==> config.mk <==
export PLATFORM = sky130hd
export DESIGN_NAME = fetch_pc_monitor
export DESIGN_NICKNAME = d
export VERILOG_FILES = /design/src/rtl/fetch_pc_monitor_pkg.sv /design/src/rtl/fetch_pc_monitor_sat_cnt.sv /design/src/rtl/fetch_pc_monitor.sv
export SDC_FILE = /design/constraint.sdc
export NUM_CORES = 1
export LEC_CHECK = 0
export CORE_UTILIZATION = 43
export CTS_CLUSTER_DIAMETER = 200
export DETAILED_ROUTE_END_ITERATION = 8
export PLACE_DENSITY = 0.83
export SYNTH_ARGS = -nofsm -noshare
export SYNTH_HDL_FRONTEND = slang
export SYNTH_SLANG_ARGS = --single-unit
==> constraint.sdc <==
create_clock -name clk_i -period 2.2 [get_ports clk_i]
set_input_delay 0.33 -clock clk_i [delete_from_list [all_inputs] [get_ports clk_i]]
set_output_delay 0.33 -clock clk_i [all_outputs]
set_load 0.03 [all_outputs]
==> src/rtl/fetch_pc_monitor_pkg.sv <==
// Shared definitions for the fetch-side PC monitor: the status encoding and
// the default pass/fail loop addresses of the standard test image.
package fetch_pc_monitor_pkg;

  localparam int STATUS_W = 3;

  typedef enum logic [STATUS_W-1:0] {
    STATUS_RUN     = 3'd0,
    STATUS_PASS    = 3'd1,
    STATUS_FAIL    = 3'd2,
    STATUS_TIMEOUT = 3'd3,
    STATUS_HANG    = 3'd4
  } status_e;

  localparam logic [31:0] PASS_PC_DEF = 32'h8000_012c;
  localparam logic [31:0] FAIL_PC_DEF = 32'h8000_0130;

  // Any status other than RUN is a sticky end state.
  function automatic logic is_terminal(status_e s);
    return s != STATUS_RUN;
  endfunction

endpackage

==> src/rtl/fetch_pc_monitor_sat_cnt.sv <==
// Generic saturating up-counter: clear wins over increment, and the count
// holds at all ones instead of wrapping.
module fetch_pc_monitor_sat_cnt #(
  parameter int W = 16
) (
  input  logic         clk_i,
  input  logic         rst_i,
  input  logic         clr_i,
  input  logic         inc_i,
  output logic [W-1:0] cnt_o
);

  logic [W-1:0] cnt_q, cnt_d;

  // Next count: clear, saturating increment, or hold.
  always_comb begin
    cnt_d = cnt_q;
    if (clr_i) begin
      cnt_d = '0;
    end else if (inc_i && (cnt_q != {W{1'b1}})) begin
      cnt_d = cnt_q + W'(1);
    end
  end

  // Count register, cleared asynchronously.
  always_ff @(posedge clk_i or negedge rst_i) begin
    if (!rst_i) cnt_q <= '0;
    else        cnt_q <= cnt_d;
  end

  assign cnt_o = cnt_q;

endmodule

==> src/rtl/fetch_pc_monitor.sv <==
// Passive observer on the instruction-fetch bus. Watches accepted fetches
// and reports PASS / FAIL / TIMEOUT (and HANG when built with
// FETCH_PC_MONITOR_HANG_DETECT_EN) as a registered, sticky status.
// Nothing here drives back into the core or the memory.
module fetch_pc_monitor
  import fetch_pc_monitor_pkg::*;
#(
  parameter logic [31:0] PASS_PC        = PASS_PC_DEF,
  parameter logic [31:0] FAIL_PC        = FAIL_PC_DEF,
  parameter int          TIMEOUT_CYCLES = 1000,
  parameter int          CYCLE_W        = 16
`ifdef FETCH_PC_MONITOR_HANG_DETECT_EN
  ,
  parameter int          HANG_LIMIT     = 8
`endif
) (
  input  logic                clk_i,
  input  logic                rst_i,
  input  logic                fetch_rd_i,
  input  logic                fetch_accept_i,
  input  logic [31:0]         fetch_pc_i,
  input  logic                clear_i,
  output logic [STATUS_W-1:0] status_o,
  output logic                done_o,
  output logic [CYCLE_W-1:0]  cycle_count_o,
  output logic [CYCLE_W-1:0]  fetch_count_o,
  output logic [31:0]         last_pc_o,
  output logic                pc_change_o
);

  // Value of the cycle counter on the last RUN cycle before a timeout.
  localparam logic [CYCLE_W-1:0] TIMEOUT_LAST = CYCLE_W'(TIMEOUT_CYCLES - 1);

  status_e     state_q, state_d;
  logic        done_q, done_d;
  logic [31:0] last_pc_q, last_pc_d;
  logic        pc_change_q, pc_change_d;

  logic               acc, in_run, same_pc, is_pass, is_fail;
  logic               timeout_hit, hang_hit;
  logic               fetch_upd;
  logic [CYCLE_W-1:0] cycle_cnt, fetch_cnt;

  // Decode the handshake and the events that can end a run.
  always_comb begin
    acc         = fetch_rd_i & fetch_accept_i;
    in_run      = (state_q == STATUS_RUN);
    same_pc     = (fetch_pc_i == last_pc_q);
    is_pass     = acc & (fetch_pc_i == PASS_PC);
    is_fail     = acc & (fetch_pc_i == FAIL_PC);
    timeout_hit = (cycle_cnt == TIMEOUT_LAST);
    // A fetch only updates the tracked state while running and not clearing.
    fetch_upd   = in_run & acc & ~clear_i;
  end

`ifdef FETCH_PC_MONITOR_HANG_DETECT_EN
  // Hang counter counts repeats of last_pc; the fetch that brings it to
  // HANG_LIMIT-1 (i.e. the HANG_LIMIT-th consecutive same-PC fetch) hangs.
  localparam int              HANG_W    = $clog2(HANG_LIMIT) + 1;
  localparam logic [HANG_W-1:0] HANG_LAST = HANG_W'(HANG_LIMIT - 2);

  logic [HANG_W-1:0] hang_cnt;
  logic              hang_inc, hang_clr;

  // Repeats advance the count; any fresh PC (or a clear) restarts it.
  always_comb begin
    hang_inc = fetch_upd & same_pc;
    hang_clr = clear_i | (fetch_upd & ~same_pc);
    hang_hit = acc & same_pc & (hang_cnt == HANG_LAST) & ~is_pass & ~is_fail;
  end

  fetch_pc_monitor_sat_cnt #(.W(HANG_W)) u_hang_cnt (
    .clk_i (clk_i),
    .rst_i (rst_i),
    .clr_i (hang_clr),
    .inc_i (hang_inc),
    .cnt_o (hang_cnt)
  );
`else
  assign hang_hit = 1'b0;
`endif

  // Status transitions: clear beats everything, then PASS > FAIL > HANG > TIMEOUT.
  always_comb begin
    state_d = state_q;
    if (clear_i) begin
      state_d = STATUS_RUN;
    end else if (in_run) begin
      if      (is_pass)     state_d = STATUS_PASS;
      else if (is_fail)     state_d = STATUS_FAIL;
      else if (hang_hit)    state_d = STATUS_HANG;
      else if (timeout_hit) state_d = STATUS_TIMEOUT;
    end
    done_d      = is_terminal(state_d);
    last_pc_d   = fetch_upd ? fetch_pc_i : last_pc_q;
    pc_change_d = fetch_upd & ~same_pc;
  end

  // Status, last PC and change pulse registers.
  always_ff @(posedge clk_i or negedge rst_i) begin
    if (!rst_i) begin
      state_q     <= STATUS_RUN;
      done_q      <= 1'b0;
      last_pc_q   <= '0;
      pc_change_q <= 1'b0;
    end else begin
      state_q     <= state_d;
      done_q      <= done_d;
      last_pc_q   <= last_pc_d;
      pc_change_q <= pc_change_d;
    end
  end

  // Cycles spent in RUN, including the cycle that leaves it.
  fetch_pc_monitor_sat_cnt #(.W(CYCLE_W)) u_cycle_cnt (
    .clk_i (clk_i),
    .rst_i (rst_i),
    .clr_i (clear_i),
    .inc_i (in_run),
    .cnt_o (cycle_cnt)
  );

  // Accepted fetches in RUN, including the one that ends the run.
  fetch_pc_monitor_sat_cnt #(.W(CYCLE_W)) u_fetch_cnt (
    .clk_i (clk_i),
    .rst_i (rst_i),
    .clr_i (clear_i),
    .inc_i (fetch_upd),
    .cnt_o (fetch_cnt)
  );

  assign status_o      = state_q;
  assign done_o        = done_q;
  assign cycle_count_o = cycle_cnt;
  assign fetch_count_o = fetch_cnt;
  assign last_pc_o     = last_pc_q;
  assign pc_change_o   = pc_change_q;

endmodule
# After elaboration in Yosys (flattened, before gate mapping)

Cells that the tools add are included.

Word-level logic and storage cells: 37
Register bits: 69

Reductions and logical operators: 6
Equal/unequal tests: 6
Bitwise logic cells: 8
Multiplexer cells: 9
Add/sub/neg operators: 2

Operators with widths:

| cell                                            | number |
|---|---|
| == test 32 bit, second input constant           | 2 |
| 2-to-1 mux 16 bit                               | 4 |
| adder 16 x 1 -> 16 bit, second input constant   | 2 |
| == test 32 bit                                  | 1 |
| != test 16 bit, second input constant           | 2 |
| == test 16 x 10 -> 1 bit, second input constant | 1 |
| 2-to-1 mux 3 bit                                | 5 |
| AND 1 bit                                       | 6 |
| nonzero test 2 bit                              | 2 |
| zero test 3 bit                                 | 1 |
| nonzero test 3 bit                              | 1 |
| logical AND 1 bit                               | 2 |
| inverter 1 bit                                  | 2 |

# Depth between registers and ports, before layout

Word-level depth: 7
Depth in mapped cells: 7
Gate-level depth less buffers: 6

# Cells and area by module

From an unflattened synthesis, not the netlist that was laid out.

Cell total of the unflattened synthesis: 344
Area total of the unflattened synthesis: 3784.9 um2

Modules (own cells, without submodules):

| module                   | seq. area each (um2) | times used | cells an instance | area an instance (um2) |
|---|---|---|---|---|
| fetch_pc_monitor         | 925.9                | 1          | 148               | 1900.6 |
| fetch_pc_monitor_sat_cnt | 400.4                | 2          | 98                | 942.2 |

# Worst setup path after synthesis

Ideal clock, no wire load.

Path kind: flip-flop to flip-flop
From: reg state_q[1], in the netlist status_o[1]
To: reg u_fetch_cnt.cnt_q[8], in the netlist u_fetch_cnt.cnt_o[8]
Buffers on the path: 2
Stages on the path, launching flop included: 8
Slack: -57 ps
Required time: 2075 ps
Period minus slack after synthesis: 2257 ps
Data arrival time: 2132 ps
Cells stage by stage: dfrtp_1 or3_1 buf_6 or3_1 buf_6 a2111oi_4 nor2_1 mux2_2

Cells in the longest elaborated chain, start to end: 5

Ends and longest elaborated chain:

| element                             | RTL line                       | RTL |
|---|---|---|
| from (decl)                         | fetch_pc_monitor.sv:34         | `status_e state_q, state_d;` |
| from (signal assigned)              | fetch_pc_monitor.sv:107        | `state_q <= state_d;` |
| zero test 3 bit                     | fetch_pc_monitor.sv:47         | `in_run = (state_q == STATUS_RUN);` |
| AND 1 bit (2 in a row)              | fetch_pc_monitor.sv:53         | `fetch_upd = in_run & acc & ~clear_i;` |
| logical AND 1 bit                   | fetch_pc_monitor_sat_cnt.sv:20 | `end else if (inc_i && (cnt_q != {W{1'b1}})) begin` |
| nonzero test 2 bit (no source line) | n/a                            |  |
| to (signal assigned)                | fetch_pc_monitor_sat_cnt.sv:28 | `else cnt_q <= cnt_d;` |
| to (decl)                           | fetch_pc_monitor_sat_cnt.sv:13 | `logic [W-1:0] cnt_q, cnt_d;` |

Every way passes these cells.
A chain may end at the register's enable or synchronous reset.

# Worst setup path in the final report

From: in fetch_pc_i[0]
To: reg done_q, in the netlist done_o

Cells in the longest elaborated chain, start to end: 7

Ends and longest elaborated chain:

| element              | RTL line                   | RTL |
|---|---|---|
| from (decl)          | fetch_pc_monitor.sv:21     | `input logic [31:0] fetch_pc_i,` |
| == test 32 bit       | fetch_pc_monitor.sv:50     | `is_fail = acc & (fetch_pc_i == FAIL_PC);` |
| AND 1 bit            | fetch_pc_monitor.sv:50     |  |
| 2-to-1 mux 3 bit     | fetch_pc_monitor.sv:90     | `else if (is_fail) state_d = STATUS_FAIL;` |
| 2-to-1 mux 3 bit *   | fetch_pc_monitor.sv:89     | `if (is_pass) state_d = STATUS_PASS;` |
| 2-to-1 mux 3 bit *   | fetch_pc_monitor.sv:88     | `end else if (in_run) begin` |
| 2-to-1 mux 3 bit *   | fetch_pc_monitor.sv:86     | `if (clear_i) begin` |
| named net state_d[0] | fetch_pc_monitor.sv:34     |  |
| nonzero test 3 bit * | fetch_pc_monitor_pkg.sv:20 | `return s != STATUS_RUN;` |
| named net done_d     | fetch_pc_monitor.sv:35     | `logic done_q, done_d;` |
| to (signal assigned) | fetch_pc_monitor.sv:108    | `done_q <= done_d;` |
| to (decl)            | fetch_pc_monitor.sv:35     |  |

Mark *: on every way through the listed nets, which the timed path passes. The rest lies on a longest branch.

==> results_tabular.tex <==
\begin{tabular}{lr}
\hline
Metric & Value \\
\hline
\multicolumn{2}{l}{\textbf{Worst setup path}} \\
Critical-path maximum fanout & 2 \\
CP max stage cell & sky130\_fd\_sc\_hd\_\_or4\_4 \\
Launching point of the worst reg2reg path & status\_o[2] \\
Sort of element at the start of the critical path & input port \\
Worst-path cell chain & dlygate4sd2\_1, or4\_4, nor4\_4, buf\_4, nand4\_1, a22o\_1, or3\_1 \\
Critical path data arrival time & 2.32 ns \\
Worst path required time & around 2.4 ns \\
Largest stage delay on the critical path & 0.56 ns \\
CP Capture Type & flop \\
WS Path Type & input port to flop \\
Flop2flop setup slack & 0.16 ns \\
Worst Reg-to-Reg Cells & 5 \\
Capture point of the worst reg-to-reg path & u\_fetch\_cnt.cnt\_o[8] \\
\multicolumn{2}{l}{\textbf{Yosys}} \\
Seq/Total Area, Yosys & 47.1\% \\
Post-synthesis instance area & 3670 sq um \\
Count of yosys warnings during synthesis & 0 \\
Primary flip-flop cell chosen by synthesis mapping & sky130\_fd\_sc\_hd\_\_dfrtp\_1 \\
Count of different cell masters after synthesis & 44 \\
EDFF count, synth & 0 \\
Net Count, Synth & 438 \\
Number of synthesized register bits & 69 \\
Number of instances in the synthesized netlist & 399 \\
Area share of the largest cell type after synthesis & between 40\% and 50\% \\
Syn avg cell area & around 9.2 sq um \\
Dominant cell type by area after synthesis & sky130\_fd\_sc\_hd\_\_dfrtp\_1 \\
Leading cell types by total area after synthesis & sky130\_fd\_sc\_hd\_\_dfrtp\_1 47\%, sky130\_fd\_sc\_hd\_\_xnor2\_1 11\%, sky130\_fd\_sc\_hd\_\_nand2\_1 11\% \\
Fraction of registers with async set or reset after synthesis & 100\% \\
\multicolumn{2}{l}{\textbf{STA}} \\
Least-Margin Pin Slew & 0.549 ns \\
Tcrit/Tclk final & 95.7\% \\
Final Max Tran Viols & 0 \\
Min cycle time layout & between 2 and 2.5 ns \\
Max frequency & 0.475 GHz \\
Final hold slack & -0.00258 ns \\
Clock Skews & 0.00828 ns \\
Worst slew slack as a fraction of its limit & 62.9\% \\
Final setup vio count & 0 \\
Hold Fails Final Rpt & 3 \\
\multicolumn{2}{l}{\textbf{Clocking}} \\
Number of buffers added to fix hold violations after cts & 0 \\
Clock sink count & 69 \\
Clk pin slew, worst setup/hold paths & approximately 0.08 ns \\
Clock latency reported for the late side of the worst-skew pair & 0.34 ns \\
Number of clock buffers inserted by TritonCTS & 9 \\
Clock root buffer & sky130\_fd\_sc\_hd\_\_clkbuf\_8 \\
TritonCTS clock tree & built \\
Deepest level of the CTS H-tree & 3 \\
Largest buffer count on any clock path & 2 \\
\multicolumn{2}{l}{\textbf{Placement}} \\
GPL Wtd Cong & 0.895 \\
Number of buffers added on ports & 105 \\
Detailed placer's ending HPWL & approximately 7.4 mm \\
\multicolumn{2}{l}{\textbf{Detailed routing}} \\
Post-DR wirelength/cell & about 15 microns \\
Routed wire length & 10.1 mm \\
Count of unresolved DRC violations after routing & 0 \\
Number of design-rule violations left by the first detailed-router iteration & between 150 and 200 \\
DRT antenna net count & 0 \\
Vias per cell & around 5.3 \\
Total number of vias & 3451 \\
First-pass iteration count of the detailed router & 5 \\
\multicolumn{2}{l}{\textbf{Power and ir drop}} \\
Sw power & roughly 1.4 mW \\
Max IR drop VDD & 0.000461 V \\
Lkg Pwr & 2.34 nW \\
Proportion of total power due to net switching & 34.9\% \\
Combinational cell fraction of total power & 33.5\% \\
Clock share of power & 25.8\% \\
Internal Power & about 2.6 mW \\
Flop pwr share & 40.7\% \\
Power density over the cells & 739 nW/um\^{}2 \\
Sum of internal, switching and leakage power & 3.95 mW \\
\multicolumn{2}{l}{\textbf{Floorplan}} \\
Std cell rows & 33 \\
Die Wd & 94.3 microns \\
Starting density of the core & between 40 and 50\% \\
I/O pin count & 106 \\
Die boundary height & 94.3 microns \\
Core area & 8220 sq um \\
Die Footprint & 8900 sq um \\
\multicolumn{2}{l}{\textbf{Global route}} \\
First-pass GRT wire length & 16.2 mm \\
Overflow left after global routing & 0 \\
Via count of the first global-routing pass & 3338 \\
Largest net degree at the start of global routing & 70 \\
Initial antenna violation count & 0 \\
Tot GR Track Use & a little under a quarter \\
\multicolumn{2}{l}{\textbf{Final layout}} \\
P\&R area growth vs syn & 46.0\% \\
Finished Core Util & 65.2\% \\
Antenna diode count & 0 \\
Net count of the finished layout & between 500 and 600 \\
Fraction of layout instances using a drive strength above 1 & 13.5\% \\
\multicolumn{2}{l}{\textbf{Job}} \\
Number of max-capacitance violations reported & 0 \\
\multicolumn{2}{l}{\textbf{Outcome}} \\
Violations in the final reports & hold timing \\
Result of the run & finished, violations left \\
\multicolumn{2}{l}{\textbf{Min path}} \\
Type of the most critical hold path & input port to asynchronous set/reset pin \\
\hline
\end{tabular}
power by group through the flow:
stage / sequential [mW] / combinational, mW / clock [mW]
global placement: 1.62 / 1.30 / 0
global route: 1.63 / 1.41 / 1.09
detailed placement: 1.63 / 1.32 / 0
CTS: 1.61 / 1.33 / 1.04
finish: 1.61 / 1.32 / 1.02
floorplan: 1.94 / 0.377 / 0
routing by layer:
| metal | share of wire (%) | GRT usage [%] | vias up |
|---|---|---|---|
| li1 | - | - | 1674 |
| met1 | 42 | 30.6 | 1669 |
| met2 | 51 | 39.3 | 92 |
| met3 | 4.7 | 4.27 | 16 |
| met4 | 2.1 | 8.97 | 0 |
| met5 | 0 | 0 | - |
state kept, by name, indices dropped and copies added (netlist names):
signal             cells
u_fetch_cnt.cnt_o     16
status_o               3
done_o                 1
pc_change_o            1
u_cycle_cnt.cnt_o     16
last_pc_o             32
cells in the mapped netlist, drive strengths merged (2+ instances only):
library cell  instances
xor2                  5
mux2i                 3
nor4b                 3
buf                   3
ha                    2
nor3                  4
or3                   6
a21oi                 8
o31ai                 3
mux2                  2
nor2b                 3
and2                  2
and3                  6
o21ai                 4
a41oi                 2
or4                   4
nand4                14
a31o                  2
a2111oi              11
dfrtp                69
clkbuf               13
inv                   6
o211ai                5
nand2               107
a211oi                3
xnor2                47
and4                  4
nor2                 36
nand3                 9
nor4                  6
worst max-delay path by stage:
stage / to / startpoint / slack, ns
final: done_o / fetch_pc_i[0] / 0.1
after global routing: u_fetch_cnt.cnt_o[13] / u_fetch_cnt.cnt_o[0] / -0.02
after CTS: done_o / fetch_pc_i[16] / 0.03
after detailed placement: done_o / fetch_pc_i[0] / -0.55
after global placement: done_o / fetch_pc_i[0] / -0.55
after floorplan: u_fetch_cnt.cnt_o[8] / status_o[2] / -0.003
worst max-delay path, delay by kind of cell:
kind / cells / cell delay, ns
simple gates: 4 / 1.33
buf+inv: 2 / 0.43
compound gates: 1 / 0.23
repair_timing:
item / CTS / global route
hold endpoints to repair: 0 / 0
endpoints found under the setup margin: 1 / 2
buffers inserted: 0 / 1
pin swaps: 5 / 7
gates resized for setup: 5 / 12
cell type report:
cell class / count / area, sq um
Fill cell: 627 / 2860
Multi-Input combinational cell: 308 / 1870
Sequential cell: 69 / 1730
Timing Repair Buffer: 148 / 1410
Clock buffer: 11 / 141
Tap cell: 105 / 131
Clock inverter: 5 / 50.0
Inverter: 6 / 22.5
cell families after synthesis:
logic type | synth area share [%]
compound gates | 9.04
flops | 47.1
mux | 1.43
fa+ha+maj | 0.682
buf+inv | 2.66
xor+xnor | 12.4
simple gates | 26.7
cells in the final DEF (no fill, tap or decap), types with 5 or more instances in the layout:
cell type / instances
sky130_fd_sc_hd__dlymetal6s2s_1: 10
sky130_fd_sc_hd__nand2_1: 107
sky130_fd_sc_hd__xor2_1: 5
sky130_fd_sc_hd__nor2_1: 36
sky130_fd_sc_hd__o211ai_1: 5
sky130_fd_sc_hd__and3_1: 6
sky130_fd_sc_hd__a2111oi_0: 8
sky130_fd_sc_hd__nand4_1: 14
sky130_fd_sc_hd__clkdlybuf4s50_1: 93
sky130_fd_sc_hd__or3_1: 6
sky130_fd_sc_hd__dfrtp_1: 67
sky130_fd_sc_hd__clkbuf_8: 10
sky130_fd_sc_hd__xnor2_1: 47
sky130_fd_sc_hd__inv_1: 6
sky130_fd_sc_hd__a21oi_1: 8
sky130_fd_sc_hd__nand3_1: 9
sky130_fd_sc_hd__buf_4: 42
through the flow:
stage	setup TNS (ns)	setup WS, ns	hold slack (ns)	instances	instance area (sq um)
after floorplan	-0.00347	-0.00347	0.0344	399	3670
after CTS	0	0.0297	0.0103	651	5310
after global placement	-1.07	-0.548	0.377	635	5100
after global routing	-0.0204	-0.0204	0.0126	652	5350
after detailed placement	-1.04	-0.550	0.382	635	5100
final	0	0.0952	-0.00258	652	5350
(Power assumes the default switching activity.)
